### src/rtl/reset_sequencer_if.sv
// Reset-sequencer bundle: soft restart and per-domain acknowledges in,
// per-domain resets and status out. The master modport is the sequencer's side.
interface reset_sequencer_if #(
    parameter int STAGES = 4
);
    localparam int SW = $clog2(STAGES + 1);

    logic              soft_reset;
    logic [STAGES-1:0] stage_ack;
    logic [STAGES-1:0] reset_out;
    logic              ready;
    logic              timeout_err;
    logic [SW-1:0]     stage;

    modport master (
        input  soft_reset,
        input  stage_ack,
        output reset_out,
        output ready,
        output timeout_err,
        output stage
    );

    modport slave (
        output soft_reset,
        output stage_ack,
        input  reset_out,
        input  ready,
        input  timeout_err,
        input  stage
    );
endinterface

### src/rtl/reset_sequencer.sv
// Staged reset release: holds every domain in reset, then releases them in index
// order, waiting for each domain's acknowledge (bounded) plus a fixed gap between releases.
module reset_sequencer #(
    parameter int STAGES      = 4,
    parameter int STAGE_DELAY = 15,
    parameter int ACK_TIMEOUT = 255
) (
    input  logic               clk,
    input  logic               reset_in,
    reset_sequencer_if.master  bus
);
    localparam int SW   = $clog2(STAGES + 1);
    localparam int MAXV = (STAGE_DELAY > ACK_TIMEOUT) ? STAGE_DELAY : ACK_TIMEOUT;
    localparam int CW   = (MAXV > 0) ? $clog2(MAXV + 1) : 1;

    localparam logic [CW-1:0] DELAY_LD   = CW'(STAGE_DELAY);
    localparam logic [CW-1:0] TO_LAST    = (ACK_TIMEOUT > 0) ? CW'(ACK_TIMEOUT - 1) : '0;
    localparam logic [CW-1:0] CNT_ONE    = CW'(1);
    localparam logic [SW-1:0] LAST_STAGE = SW'(STAGES - 1);
    localparam logic [SW-1:0] ALL_STAGES = SW'(STAGES);
    localparam logic [SW-1:0] STAGE_ONE  = SW'(1);

    typedef enum logic [1:0] {HOLD, WAIT_ACK, GAP, RUN} state_t;

    state_t            state_q, state_d;
    logic [CW-1:0]     cnt_q, cnt_d;
    logic [SW-1:0]     stage_q, stage_d;
    logic [STAGES-1:0] reset_out_q, reset_out_d;
    logic              ready_q, ready_d;
    logic              timeout_err_q, timeout_err_d;

    // One-hot decode of the current stage, used both to release and to pick its ack.
    logic [STAGES-1:0] stage_sel;
    logic              ack_sel;

    generate
        for (genvar gi = 0; gi < STAGES; gi++) begin : g_sel
            assign stage_sel[gi] = (stage_q == SW'(gi));
        end
    endgenerate

    assign ack_sel = |(bus.stage_ack & stage_sel);

    always_ff @(posedge clk or posedge reset_in) begin
        if (reset_in) begin
            state_q       <= HOLD;
            cnt_q         <= DELAY_LD;
            stage_q       <= '0;
            reset_out_q   <= '1;
            ready_q       <= 1'b0;
            timeout_err_q <= 1'b0;
        end else begin
            state_q       <= state_d;
            cnt_q         <= cnt_d;
            stage_q       <= stage_d;
            reset_out_q   <= reset_out_d;
            ready_q       <= ready_d;
            timeout_err_q <= timeout_err_d;
        end
    end

    always_comb begin
        logic advance;
        state_d       = state_q;
        cnt_d         = cnt_q;
        stage_d       = stage_q;
        reset_out_d   = reset_out_q;
        ready_d       = ready_q;
        timeout_err_d = timeout_err_q;
        advance       = 1'b0;

        case (state_q)
            HOLD, GAP: begin
                if (state_q == HOLD) begin
                    reset_out_d = '1;
                end
                if (cnt_q != '0) begin
                    cnt_d = cnt_q - CNT_ONE;
                end else begin
                    reset_out_d = reset_out_d & ~stage_sel;
                    cnt_d       = '0;
                    state_d     = WAIT_ACK;
                end
            end
            WAIT_ACK: begin
                // cnt_q counts edges already waited; a timeout behaves like an ack.
                if (ack_sel) begin
                    advance = 1'b1;
                end else if (ACK_TIMEOUT != 0 && cnt_q == TO_LAST) begin
                    timeout_err_d = 1'b1;
                    advance       = 1'b1;
                end else if (ACK_TIMEOUT != 0) begin
                    cnt_d = cnt_q + CNT_ONE;
                end
                if (advance) begin
                    if (stage_q == LAST_STAGE) begin
                        state_d     = RUN;
                        ready_d     = 1'b1;
                        stage_d     = ALL_STAGES;
                        reset_out_d = '0;
                    end else begin
                        state_d = GAP;
                        cnt_d   = DELAY_LD;
                        stage_d = stage_q + STAGE_ONE;
                    end
                end
            end
            RUN: begin
                reset_out_d = '0;
                ready_d     = 1'b1;
            end
            default: begin
                state_d = HOLD;
            end
        endcase

        // Soft restart wins over everything but keeps the sticky timeout flag.
        if (bus.soft_reset) begin
            state_d       = HOLD;
            cnt_d         = DELAY_LD;
            stage_d       = '0;
            reset_out_d   = '1;
            ready_d       = 1'b0;
            timeout_err_d = timeout_err_q;
        end
    end

    assign bus.reset_out   = reset_out_q;
    assign bus.ready       = ready_q;
    assign bus.timeout_err = timeout_err_q;
    assign bus.stage       = stage_q;
endmodule

### src/flat_wrapper.sv
// flat-port wrapper written by rule: the top's interface ports become plain ports
module reset_sequencer_flat 
#(
    parameter int STAGES      = 4,
    parameter int STAGE_DELAY = 15,
    parameter int ACK_TIMEOUT = 255
)
  (clk, reset_in, bus_soft_reset, bus_stage_ack, bus_reset_out, bus_ready, bus_timeout_err, bus_stage);
  reset_sequencer_if #(.STAGES(STAGES)) bus_i ();
  input  logic clk;
  input  logic reset_in;
  input wire logic [$bits(bus_i.soft_reset)-1:0] bus_soft_reset;
  input wire logic [$bits(bus_i.stage_ack)-1:0] bus_stage_ack;
  output wire logic [$bits(bus_i.reset_out)-1:0] bus_reset_out;
  output wire logic [$bits(bus_i.ready)-1:0] bus_ready;
  output wire logic [$bits(bus_i.timeout_err)-1:0] bus_timeout_err;
  output wire logic [$bits(bus_i.stage)-1:0] bus_stage;
  assign bus_i.soft_reset = bus_soft_reset;
  assign bus_i.stage_ack = bus_stage_ack;
  assign bus_reset_out = bus_i.reset_out;
  assign bus_ready = bus_i.ready;
  assign bus_timeout_err = bus_i.timeout_err;
  assign bus_stage = bus_i.stage;
  reset_sequencer #(.STAGES(STAGES), .STAGE_DELAY(STAGE_DELAY), .ACK_TIMEOUT(ACK_TIMEOUT)) u_core (.clk(clk), .reset_in(reset_in), .bus(bus_i));
endmodule
### config.mk
export PLATFORM = sky130hd
export DESIGN_NAME = reset_sequencer_flat
export DESIGN_NICKNAME = d
export VERILOG_FILES = /design/src/rtl/reset_sequencer_if.sv /design/src/rtl/reset_sequencer.sv /design/src/flat_wrapper.sv
export SDC_FILE = /design/constraint.sdc
export NUM_CORES = 1
export LEC_CHECK = 0
export ABC_AREA = 1
export CAP_MARGIN = 20
export CORE_ASPECT_RATIO = 1.1
export CORE_MARGIN = 2
export CORE_UTILIZATION = 56
export CTS_CLUSTER_SIZE = 20
export DETAILED_ROUTE_END_ITERATION = 8
export PLACE_DENSITY = 0.76
export SYNTH_ARGS = -nofsm -noshare
export SYNTH_HDL_FRONTEND = slang
export SYNTH_SLANG_ARGS = --single-unit
### constraint.sdc
create_clock -name clk -period 2.1 [get_ports clk]
set_input_delay 0.42 -clock clk [delete_from_list [all_inputs] [get_ports clk]]
set_output_delay 0.42 -clock clk [all_outputs]
set_load 0.01 [all_outputs]
==> results.py <==
metrics = {
    "placed_design": {
        "dp_hpwl_mm": 2.68,
        "port_buffers": 15,
        "place.gp.congestion": 0.932,
    },
    "power_and_ir_drop": {
        "p_leak_nw": 0.855,
        "power.density_cell_area_nw_per_um2": 1250,
        "report.power.total_mw": 2.22,
        "peakVddDrop_v": 0.000843,
    },
    "clock_tree": {
        "clock-sinks": 19,
        "numCtsBuffers": 3,
        "path_clk_slew_ps": 110,
        "postCtsHoldBufs": 0,
        "clock_latency_ps": 320,
        "clockBufferDepth": 2,
        "h-tree-depth": 1,
        "cts_tree": "built",
        "root_buffer": "clkbuf_4",
    },
    "cells_and_area": {
        "fin_nets": 257,
        "syn_to_final_growth_pct": 15.1,
        "final_common_cell": "nand2_1",
        "mostFrequentLayoutCells": "nand2_1, nand3_1, inv_1, o21ai_0, clkdlybuf4s50_1",
        "antennaDiodeCount": 0,
        "drive_above_1_share": 0.158,
    },
    "logic_synthesis": {
        "synth.net_count": 234,
        "synthSimpleGateAreaFrac": 0.375,
        "synth_compound_area_frac": 0.133,
        "syn_area_um2": 1550,
        "synthCells": 219,
        "synth_seq_area_share": 0.314,
        "synthMuxAreaShare": 0,
        "syn_avg_cell_area_um2": 7.06,
        "synth_top_family_by_area": "simple AND/OR/NAND/NOR gates",
        "ys_warn_count": 0,
        "ys_types": 30,
        "synth_xor_area_frac": 0.0283,
        "synth-seq-cells": 19,
        "yosys.area_share.adder": 0.0647,
    },
    "sta": {
        "slew_headroom": 0.754,
        "fin_worst_skew_ps": 2.24,
        "tightest_slew_ps": 368,
        "fin_crit_ps": 1850,
        "hold_viol_final": 0,
        "clock.fmax_ghz": 0.541,
        "fin_tns_setup_ps": 0,
        "setup_viol": 0,
        "rsz0062_at_grt": "false",
        "fin_crit_sh": 0.880,
        "finalMaxSlewViolations": 0,
    },
    "detailed_routing": {
        "drtIter0Drc": 67,
        "dr.pass1.iters": 5,
        "route.detailed.drc": 0,
        "wl_mm": 3.57,
        "ant_nets": 0,
        "via_count": 1491,
        "drt-wirelength-per-cell_um": 13.1,
        "vias_per_cell": 5.48,
    },
    "floorplan": {
        "dieArea_um2": 3200,
        "start_util": 0.602,
        "ios": 16,
        "die_h_um": 59.1,
        "fp.dieW_um": 54.1,
        "core_area_um2": 2570,
        "fp-row-count": 19,
    },
    "global_route": {
        "use_met2": 0.469,
        "use_met1": 0.320,
        "grt_pass1_vias": 1382,
        "grt_pass1_wl_mm": 6.14,
        "grt_util_all_layers": 0.264,
        "grt_max_degree": 20,
        "top_usage_layer": "met2",
        "use_met3": 0.0253,
        "overflow": 0,
        "grt_antenna_before_repair": 0,
    },
    "setup_path": {
        "worst-path-max-fanout": 9,
        "r2r_end": "u_core.cnt_q[1]$_DFFE_PP1N_",
        "crit_type": "flop to flop",
        "cp.arrival_ps": 2100,
        "worstReg2RegStart": "u_core.cnt_q[0]$_DFFE_PP1N_",
        "critPathRequiredTime_ps": 2350,
        "start_kind": "flop",
        "reg2reg_depth": 9,
        "rrSetupSlack_ps": 250,
        "setup.worst_path.end_class": "flop",
    },
    "outcome": {
        "status": "finished, final reports clean",
    },
    "min_path": {
        "hp-class": "input port to asynchronous set/reset pin",
    },
    "job": {
        "maxCapViolCount": 0,
    },
}
metrics by stage:
| stage | instances | cell area, um^2 | hold slack, ps | util | setup slack, ps |
|---|---|---|---|---|---|
| floorplan | 219 | 1550 | 365 | - | 361 |
| global placement | 263 | 1720 | 465 | 0.668 | 233 |
| detailed placement | 263 | 1720 | 476 | 0.668 | 205 |
| CTS | 267 | 1740 | 418 | 0.679 | 198 |
| global route | 272 | 1780 | 423 | 0.693 | 114 |
| finish | 272 | 1780 | 410 | 0.693 | 252 |
kinds of logic (layout without fill, tap and decap cells):
group,after synthesis,count (layout)
buf+inv,28,50
simple gates,125,125
flops,19,19
fa+ha+maj,8,8
compound gates,34,34
xor+xnor,5,5
registers in the layout, indices dropped and copies added, names as in the netlist:
register and flops:
u_core.bus.ready 1, u_core.bus.reset_out 4, u_core.bus.stage 3, u_core.cnt_q 8
u_core.state_q 2, u_core.bus.timeout_err 1
metal layers:
metal / vias up / wire length (um)
met2: 49 / 1810
met4: 0 / 68
met1: 677 / 1520
met5: - / 0
met3: 5 / 165
li1: 760 / -
cell usage after synthesis:
library cell  number  area (um^2)
nand2_4            1         11.3
inv_1             18         67.6
buf_4              1         7.51
o21ai_0           15         75.1
ha_1               8          100
nand3_1           26          130
nand3_2            2         20.0
a21oi_2            1         8.76
nand2_2            3         18.8
a21oi_1            6         30.0
nand4_1            1         6.26
inv_6              1         8.76
or2_1              1         6.26
o21ai_4            1         16.3
dfrtp_1           11          275
buf_2              1         5.00
nor2_8             2         40.0
xnor2_1            1         8.76
nor2_2             2         12.5
o21ai_1            5         25.0
o221ai_1           4         35.0
nand2_1           73          274
xor2_1             4         35.0
dfstp_2            8          210
inv_2              4         15.0
nor2_1            13         48.8
inv_4              1         6.26
nor2_4             1         11.3
buf_6              2         22.5
o31ai_1            2         15.0
what timing repair did:
action                                  4_1_cts  5_1_grt
resized for setup                             0        0
buffers inserted                              0        5
endpoints found under the hold margin         0        0
endpoints found under the setup margin        0        2
worst max-delay path by stage:
| stage | depth (start not counted) | to | from |
|---|---|---|---|
| final | 9 | u_core.cnt_q[1]$_DFFE_PP1N_ | u_core.cnt_q[0]$_DFFE_PP1N_ |
| after global routing | 9 | u_core.bus.stage[2]$_DFFE_PP0P_ | u_core.cnt_q[0]$_DFFE_PP1N_ |
| after CTS | 10 | u_core.cnt_q[1]$_DFFE_PP1N_ | u_core.bus.stage[0]$_DFFE_PP0P_ |
| after detailed placement | 9 | u_core.cnt_q[1]$_DFFE_PP1N_ | bus_stage_ack[2] |
| after global placement | 8 | u_core.bus.stage[0]$_DFFE_PP0P_ | bus_stage_ack[2] |
| after floorplan | 11 | u_core.cnt_q[4]$_DFFE_PP0N_ | u_core.bus.stage[0]$_DFFE_PP0P_ |
report_power, final:
| group | internal (mW) | switching, mW |
|---|---|---|
| sequential | 0.535 | 0.211 |
| combinational | 0.516 | 0.764 |
| clock | 0.0715 | 0.127 |
| total | 1.12 | 1.10 |
critical path: stages, from the launching register on:
cell and delay [ps]:
dfstp_2 620, inv_1 100, ha_1 230, nand2_1 130, nor2_2 60, nand3_2 160, nand2_1 140, o21ai_0 180
o21ai_1 90, o21ai_0 70
layout make-up:
type	count	area (um^2)
repair buffers	22	203
multi-input cells	172	928
clock inverters	1	5.00
flip-flops and latches	19	485
inverters	24	97.6
well taps	31	38.8
fillers	211	787
clock buffers	3	22.5
Power figures use the tool's default switching activity.
